--- src/rtl/seq_mul_32.sv ---
// seq_mul_32: iterative 32x32 shift-add multiplier for the EX stage.
// One add per clock through a 32-bit carry-lookahead adder, 32 iterations,
// 64-bit product with a start/busy/done handshake for the hazard unit.
// Optional feature macro: MUL_SIGNED_EN (signed operands when sign_mode=1).

// 32-bit adder built from 4-bit carry-lookahead groups.
module cla_32 (
  input  logic [31:0] x,
  input  logic [31:0] y,
  input  logic        cin,
  output logic [31:0] s,
  output logic        cout
);
  logic [31:0] w_g;
  logic [31:0] w_p;
  logic [32:0] w_c;

  assign w_g = x & y;
  assign w_p = x ^ y;

  // Carry lookahead inside each 4-bit group, group carry passed to the next group.
  always_comb begin
    w_c    = '0;
    w_c[0] = cin;
    for (int k = 0; k < 8; k++) begin
      w_c[4*k+1] = w_g[4*k] | (w_p[4*k] & w_c[4*k]);
      w_c[4*k+2] = w_g[4*k+1] | (w_p[4*k+1] & w_g[4*k])
                 | (w_p[4*k+1] & w_p[4*k] & w_c[4*k]);
      w_c[4*k+3] = w_g[4*k+2] | (w_p[4*k+2] & w_g[4*k+1])
                 | (w_p[4*k+2] & w_p[4*k+1] & w_g[4*k])
                 | (w_p[4*k+2] & w_p[4*k+1] & w_p[4*k] & w_c[4*k]);
      w_c[4*k+4] = w_g[4*k+3] | (w_p[4*k+3] & w_g[4*k+2])
                 | (w_p[4*k+3] & w_p[4*k+2] & w_g[4*k+1])
                 | (w_p[4*k+3] & w_p[4*k+2] & w_p[4*k+1] & w_g[4*k])
                 | (w_p[4*k+3] & w_p[4*k+2] & w_p[4*k+1] & w_p[4*k] & w_c[4*k]);
    end
  end

  assign s    = w_p ^ w_c[31:0];
  assign cout = w_c[32];
endmodule

// State table
//   state  | meaning
//   S_IDLE | waiting for start, P holds the last result
//   S_BUSY | one shift-add iteration per clock, 32 iterations
//   S_DONE | done pulse, P valid; start here is accepted back-to-back
module seq_mul_32 #(
  parameter int WIDTH = 32,
  parameter int CNT_W = 5
) (
  input  logic               clk,
  input  logic               rst,
  input  logic               start,
  input  logic [WIDTH-1:0]   A,
  input  logic [WIDTH-1:0]   B,
  input  logic               sign_mode,
  output logic               busy,
  output logic               done,
  output logic [2*WIDTH-1:0] P
);
  typedef enum logic [1:0] {S_IDLE, S_BUSY, S_DONE} state_t;

  state_t               r_state;
  state_t               w_state_nxt;
  logic                 w_accept;
  logic [WIDTH-1:0]     r_mcand;
  logic [WIDTH-1:0]     r_hi;
  logic [WIDTH-1:0]     r_lo;
  logic [CNT_W-1:0]     r_cnt;
  logic [2*WIDTH-1:0]   r_p;
  logic [WIDTH-1:0]     w_y;
  logic [WIDTH-1:0]     w_sum;
  logic                 w_cout;
  logic [WIDTH-1:0]     w_hi_nxt;
  logic [WIDTH-1:0]     w_lo_nxt;
  logic [2*WIDTH-1:0]   w_prod_nxt;
  logic [2*WIDTH-1:0]   w_final;
  logic [WIDTH-1:0]     w_mcand_in;
  logic [WIDTH-1:0]     w_mplier_in;
  logic                 w_last;

  assign w_last = (r_cnt == CNT_W'(WIDTH-1));

  // State register.
  always_ff @(posedge clk) begin
    if (rst) r_state <= S_IDLE;
    else     r_state <= w_state_nxt;
  end

  // Next-state logic and handshake outputs.
  always_comb begin
    w_state_nxt = r_state;
    busy        = 1'b0;
    done        = 1'b0;
    w_accept    = 1'b0;
    case (r_state)
      S_IDLE: begin
        if (start) begin
          w_accept    = 1'b1;
          w_state_nxt = S_BUSY;
        end
      end
      S_BUSY: begin
        busy = 1'b1;
        if (w_last) w_state_nxt = S_DONE;
      end
      S_DONE: begin
        done = 1'b1;
        if (start) begin
          w_accept    = 1'b1;
          w_state_nxt = S_BUSY;
        end else begin
          w_state_nxt = S_IDLE;
        end
      end
      default: w_state_nxt = S_IDLE;
    endcase
  end

  // Add the multiplicand when the current multiplier bit is set, then shift right.
  assign w_y = r_lo[0] ? r_mcand : '0;

  cla_32 u_add (
    .x    (r_hi),
    .y    (w_y),
    .cin  (1'b0),
    .s    (w_sum),
    .cout (w_cout)
  );

  assign w_hi_nxt   = {w_cout, w_sum[WIDTH-1:1]};
  assign w_lo_nxt   = {w_sum[0], r_lo[WIDTH-1:1]};
  assign w_prod_nxt = {w_hi_nxt, w_lo_nxt};

`ifdef MUL_SIGNED_EN
  logic w_neg_in;
  logic r_neg;

  // Signed requests iterate on magnitudes; the sign is reapplied at the end.
  assign w_mcand_in  = (sign_mode && A[WIDTH-1]) ? -A : A;
  assign w_mplier_in = (sign_mode && B[WIDTH-1]) ? -B : B;
  assign w_neg_in    = sign_mode & (A[WIDTH-1] ^ B[WIDTH-1]);
  assign w_final     = r_neg ? -w_prod_nxt : w_prod_nxt;

  // Result sign, captured with the operands.
  always_ff @(posedge clk) begin
    if (rst)           r_neg <= 1'b0;
    else if (w_accept) r_neg <= w_neg_in;
  end
`else
  logic w_unused_sign_mode;

  assign w_unused_sign_mode = sign_mode;
  assign w_mcand_in         = A;
  assign w_mplier_in        = B;
  assign w_final            = w_prod_nxt;
`endif

  // Operand capture, iteration and result update.
  always_ff @(posedge clk) begin
    if (rst) begin
      r_mcand <= '0;
      r_hi    <= '0;
      r_lo    <= '0;
      r_cnt   <= '0;
      r_p     <= '0;
    end else if (w_accept) begin
      r_mcand <= w_mcand_in;
      r_hi    <= '0;
      r_lo    <= w_mplier_in;
      r_cnt   <= '0;
    end else if (r_state == S_BUSY) begin
      r_hi  <= w_hi_nxt;
      r_lo  <= w_lo_nxt;
      r_cnt <= r_cnt + CNT_W'(1);
      if (w_last) r_p <= w_final;
    end
  end

  assign P = r_p;
endmodule

--- config.mk ---
export PLATFORM = sky130hd
export DESIGN_NAME = seq_mul_32
export DESIGN_NICKNAME = d
export VERILOG_FILES = /design/src/rtl/seq_mul_32.sv
export SDC_FILE = /design/constraint.sdc
export NUM_CORES = 1
export LEC_CHECK = 0
export BUFFER_PORTS_ARGS = -buffer_cell sky130_fd_sc_hd__buf_2
export CORE_AREA = 2 2 101 176
export CTS_CLUSTER_DIAMETER = 150
export DETAILED_ROUTE_END_ITERATION = 10
export DIE_AREA = 0 0 103 178
export GPL_TIMING_DRIVEN = 0
export HOLD_SLACK_MARGIN = 0.06
export PLACE_DENSITY_LB_ADDON = 0.12
export SLEW_MARGIN = 20
export SYNTH_ARGS = -nofsm -noshare
export SYNTH_HDL_FRONTEND = slang
export SYNTH_SLANG_ARGS = --single-unit
export TNS_END_PERCENT = 1
--- constraint.sdc ---
create_clock -name clk -period 5.32 [get_ports clk]
set_clock_uncertainty 0.05 [all_clocks]
set_input_delay 0.798 -clock clk [delete_from_list [all_inputs] [get_ports clk]]
set_output_delay 0.798 -clock clk [all_outputs]
set_load 0.02 [all_outputs]
# --- Word-level counts from Yosys, hierarchy flattened ---
# Cells that the tools add are included.
word_totals:
  out_inout_bits: 66
  elab_cells: 230
  in_bits: 68
  regBits: 167
op_classes:
  muxes: 11
  bitwise: 201
  add_sub_neg: 1
  reduce_logical: 6
  eq_ne: 5
ops:
  columns: ["op", "count"]
  rows:
  - ["$and 1x1->1", 121]
  - ["$mux 32", 3]
  - ["$or 1x1->1", 76]
  - ["$xor 32x32->32", 2]
  - ["$and 32x32->32", 1]
  - ["$pmux 2 s3", 1]
  - ["$add 5x1->5 const B", 1]
  - ["$eq 5x5->1 const B", 1]
  - ["$mux 1", 5]
  - ["$mux 2", 2]
  - ["$ne 2x2->1 const B", 2]
  - ["$reduce_or 2->1", 2]
  - ["$reduce_and 3->1", 1]
  - ["$eq 2x1->1 const B", 1]
  - ["$eq 2x2->1 const B", 1]
  - ["$logic_not 2->1", 1]
  - ["$reduce_and 2->1", 1]
  - ["$reduce_bool 2->1", 1]
  - ["$not 1->1", 1]

# --- Depth between registers and ports, before layout ---
depth:
  word_depth: 23
  ltp_mapped: 14
  mapped_depth_nobuf: 13

# --- Hierarchy ---
# Synthesis repeated with hierarchy kept, for this count alone.
hier_totals:
  hier_cells: 937
  hier_area_um2: 7638.6
by_module_without_submodules:
  columns: ["module", "cells_each", "area_each_um2", "seq_area_each_um2", "n_inst"]
  rows:
  - ["seq_mul_32", 774, 6228.5, 3343.2, 1]
  - ["cla_32", 163, 1410.1, 0.0, 1]

# --- Least setup slack after synthesis ---
# No wires, ideal clock.
synth_path:
  path_kind: "register to register"
  startpoint: "reg r_lo[0]"
  endpoint: "reg r_p[52] (netlist: P[52])"
  slack_ns: 2.257
  arrival_ns: 2.927
  setup_ns: 0.086
  stages_incl_launch_ff: 14
  synth_period_minus_slack_ns: 3.063
  n_path_buf: 1
  cell_sequence: "dfxtp_1 clkbuf_1 and2_1 ha_1 a41oi_2 o21ai_2 a211o_4 a21oi_4 nand2_1 a21oi_1 o21bai_1 fa_1 xnor2_1 a211oi_1"
synth_via:
  elab_chain_cells: 17
synth_rtl:
  columns: ["item", "line", "rtl"]
  rows:
  - ["from (decl)", "69", "logic [WIDTH-1:0] r_lo;"]
  - ["from (signal assigned)", "171", "r_lo <= w_mplier_in;"]
  - ["from (signal assigned)", "175", "r_lo <= w_lo_nxt;"]
  - ["$mux 32 *", "122", "assign w_y = r_lo[0] ? r_mcand : '0;"]
  - ["$xor 32x32->32 / $and 32x32->32 (equally long branches)", "19, 18", null]
  - ["$and 1x1->1 (on tied branches)", "32, 33, 34", null]
  - ["$or 1x1->1 (tied with other cells)", "32", "w_c[4*k+4] = w_g[4*k+3] | (w_p[4*k+3] & w_g[4*k+2])"]
  - ["$or 1x1->1 / $and 1x1->1 (equally long branches)", "33, 34", null]
  - ["$or 1x1->1", "34", "| (w_p[4*k+3] & w_p[4*k+2] & w_p[4*k+1] & w_g[4*k])"]
  - ["$and 1x1->1", "35", "| (w_p[4*k+3] & w_p[4*k+2] & w_p[4*k+1] & w_p[4*k] & w_c[4*k]);"]
  - ["$or 1x1->1", "35", null]
  - ["$and 1x1->1", "35", null]
  - ["$or 1x1->1", "35", null]
  - ["$and 1x1->1", "35", null]
  - ["$or 1x1->1", "35", null]
  - ["$and 1x1->1", "35", null]
  - ["$or 1x1->1", "35", null]
  - ["$and 1x1->1", "26", "w_c[4*k+1] = w_g[4*k] | (w_p[4*k] & w_c[4*k]);"]
  - ["$or 1x1->1", "26", null]
  - ["$xor 32x32->32 *", "39", "assign s = w_p ^ w_c[31:0];"]
  - ["to (signal assigned)", "177", "if (w_last) r_p <= w_final;"]
  - ["to (decl)", "71", "logic [2*WIDTH-1:0] r_p;"]
# Mark *: on every way between the ends. The rest lies on a longest branch, timed or not.
# A chain may end at the register's enable or synchronous reset.

# --- Final worst setup path ---
# Ends and elaborated chain as after synthesis.

==> impl_metrics.toml <==
[outcome]
outcome = "complete, no violations"

[yosys]
syn_avg_cell_area_um2 = 8.13
synth-main-ff-cell = "dfxtp_1"
yosysUniqueCellTypes = 49
postSynth.asyncResetShare = 0
synth_edf_count = 0
syn_nets = 1024
yosys_warnings = 0
synth_cells = 914
synth-seq-area-share = 0.450
syn_area_um2 = 7430
ys_ff_latch = 167

[pwr]
pwr-share-clk = 0.448
p_leak_nw = 3.74
pwr-share-seq = 0.467
power_mw = 2.86
powerDensity_nw_per_um2 = 318
power.switching_mw = 0.724
p_int_mw = 2.13
p_comb_frac = 0.085
vdd_drop_max_v = 0.000213
swShare = 0.253

[clocking]
cts_buffer_depth = 2
insertion_delay_ns = 0.42
root_buffer = "clkbuf_16"
clk_pin_slew_ns = 0.07
hold_buffers = 0
postCtsSetupRepairBufs = 0
cts_tree = "done"
clock-sinks = 167
cts_buffers = 17
htree_levels = 4
cts_resized = 0

[hold_path]
hold_start = "r_mcand[18]"
hold-path-endpoint = "r_mcand[18]"
hold_depth = 2
min_path_type = "flip-flop to flip-flop"

[floorplanning]
pin_count = 134
fp-row-count = 63
die_area_um2 = 18300
die_w_um = 103
die_h_um = 178
start_util = 0.441
core_um2 = 16900

[sta]
relSlewSlack = 0.499
drv_slew = 0
rsz0062_at_grt = "no"
tightestPinTransition_ns = 0.752
whs_ns = 0.399
finalCriticalPeriod_ns = 3.69
finalCritPeriodShare = 0.693
finalSetupTns_ns = 0
hold_viol_final = 0
setup_violations = 0
clock.fmax_ghz = 0.271

[grt]
grt_pass1_wl_um = 32500
overflow = 0
grt_pass1_vias = 6600
grt_max_degree = 17
grt_usage = 0.230
antenna_found_initial = 0

[critical_path]
crit_fanout = 10
critPathLaunchType = "flip-flop"
r2r_start = "r_lo[0]"
critPathArrivalTime_ns = 3.91
rr_worst_depth = 13
crit_type = "flip-flop to flip-flop"
r2r-end = "P[52]"
critical_path.endpoint_type = "flip-flop"
worstPathRequired_ns = 5.54
ff2ff_setup_slack_ns = 1.63

[cells_and_area]
diodes = 0
layout.nets = 1174
drive_gt1_frac = 0.161
syn_to_final_growth_pct = 20.7

[drt]
drc = 0
first_pass_iters = 4
drtIter0Drc = 258
wl_per_cell_um = 15.8
vias = 6709
totalWireLength_um = 20600
vias_per_cell = 5.14
drtAntennaViolNets = 0

[placed_design]
place_congestion = 0.914
port_buffers = 131
dp_hpwl_um = 15600

[job]
cap_viol_max_count = 0
-- kinds of logic (layout without fill, tap and decap cells) --
family,after synthesis,after routing,share of synthesized area
buf+inv,72,235,0.0364
flops,167,167,0.450
simple gates,394,394,0.232
compound gates,216,216,0.176
xor+xnor,23,23,0.0271
fa+ha+maj,42,42,0.0788
-- power by group through the flow --
| stage | Clock, mW | Combinational, mW | Sequential, mW |
|---|---|---|---|
| floorplan | 0 | 0.161 | 1.35 |
| global placement | 0 | 0.244 | 1.36 |
| detailed placement | 0 | 0.246 | 1.36 |
| CTS | 1.29 | 0.247 | 1.33 |
| global route | 1.35 | 0.276 | 1.34 |
| finish | 1.28 | 0.244 | 1.33 |
-- cell usage after synthesis (3+ instances only) --
master / n / area share
and2_1: 34 / 0.029
dfxtp_1: 167 / 0.45
clkbuf_1: 52 / 0.026
a31oi_1: 4 / 0.0034
nand2b_1: 5 / 0.0042
or4_1: 3 / 0.0030
fa_1: 8 / 0.022
o22ai_1: 32 / 0.027
o21ai_0: 9 / 0.0061
ha_1: 34 / 0.057
a211oi_1: 21 / 0.021
inv_1: 8 / 0.0040
nand3b_1: 4 / 0.0040
nor3_1: 33 / 0.022
o21ai_1: 4 / 0.0027
a21oi_1: 119 / 0.080
and3_1: 3 / 0.0025
xor2_1: 9 / 0.011
buf_1: 11 / 0.0056
a21o_1: 5 / 0.0051
nand3_1: 9 / 0.0061
nand4_1: 7 / 0.0059
nor2_1: 66 / 0.033
xnor2_1: 14 / 0.016
nand2_1: 221 / 0.11
-- area by class of cell --
type                       count  area [µm²]
buffer                        63         236
timing repair buffer         131         656
fill                        1751        7890
clock inverter                13         169
multi-input combinational    675        3820
clock buffer                  19         433
sequential                   167        3340
inverter                       9        33.8
tap                          227         284
-- cells in the final DEF (no fill, tap or decap), types with 7 or more instances in the layout --
cell       synthesis  routed
a211oi_1          21      21
a21oi_1          119     119
and2_1            34      34
buf_1             11      11
buf_2              0     131
clkbuf_1          52      54
clkbuf_16          0      17
dfxtp_1          167     167
fa_1               8       8
ha_1              34      34
inv_1              8       8
nand2_1          221     221
nand3_1            9       9
nand4_1            7       7
nor2_1            66      66
nor3_1            33      33
o21ai_0            9       9
o22ai_1           32      32
xnor2_1           14      14
xor2_1             9       9
-- state kept, by name, indices dropped and copies added (netlist names) --
signal and flops:
r_cnt 5, r_mcand 32, r_state 2, r_lo 32, r_hi 32, P 64
-- critical path, cell delays in order (launching register included) --
cell      delay, ns
dfxtp_1        0.60
clkbuf_1       0.32
and2_1         0.25
ha_1           0.28
a41oi_2        0.18
o21ai_2        0.11
a211o_4        0.40
a21oi_4        0.17
nand2_1        0.10
a21oi_1        0.23
o21bai_1       0.12
fa_1           0.41
xnor2_1        0.23
a211oi_1       0.10
-- routing by layer --
metal	global-route usage	vias to the layer above	part of all wire
li1	-	3438	-
met1	0.258	3098	0.40
met2	0.430	141	0.53
met3	0.0376	32	0.039
met4	0.0729	0	0.027
met5	0	-	0
-- per-stage QoR --
stage | utilization | cell area (µm²) | setup slack, ns | cells
after floorplan | - | 7430 | 2.26 | 914
after global placement | 0.496 | 8370 | 1.67 | 1272
after detailed placement | 0.496 | 8370 | 1.70 | 1272
after CTS | 0.532 | 8970 | 1.65 | 1304
after global routing | 0.532 | 8970 | 1.37 | 1304
final | 0.532 | 8970 | 1.63 | 1304
-- worst max path at each step --
stage	endpoint	slack, ns	from	cells past startpoint
floorplan	P[52]	2.26	r_lo[0]	13
global placement	P[52]	1.67	r_lo[0]	13
detailed placement	P[52]	1.70	r_lo[0]	13
CTS	P[52]	1.65	r_lo[0]	13
global route	P[52]	1.37	r_lo[0]	13
finish	P[52]	1.63	r_lo[0]	13
No activity file was read; power rests on OpenSTA's default activity.
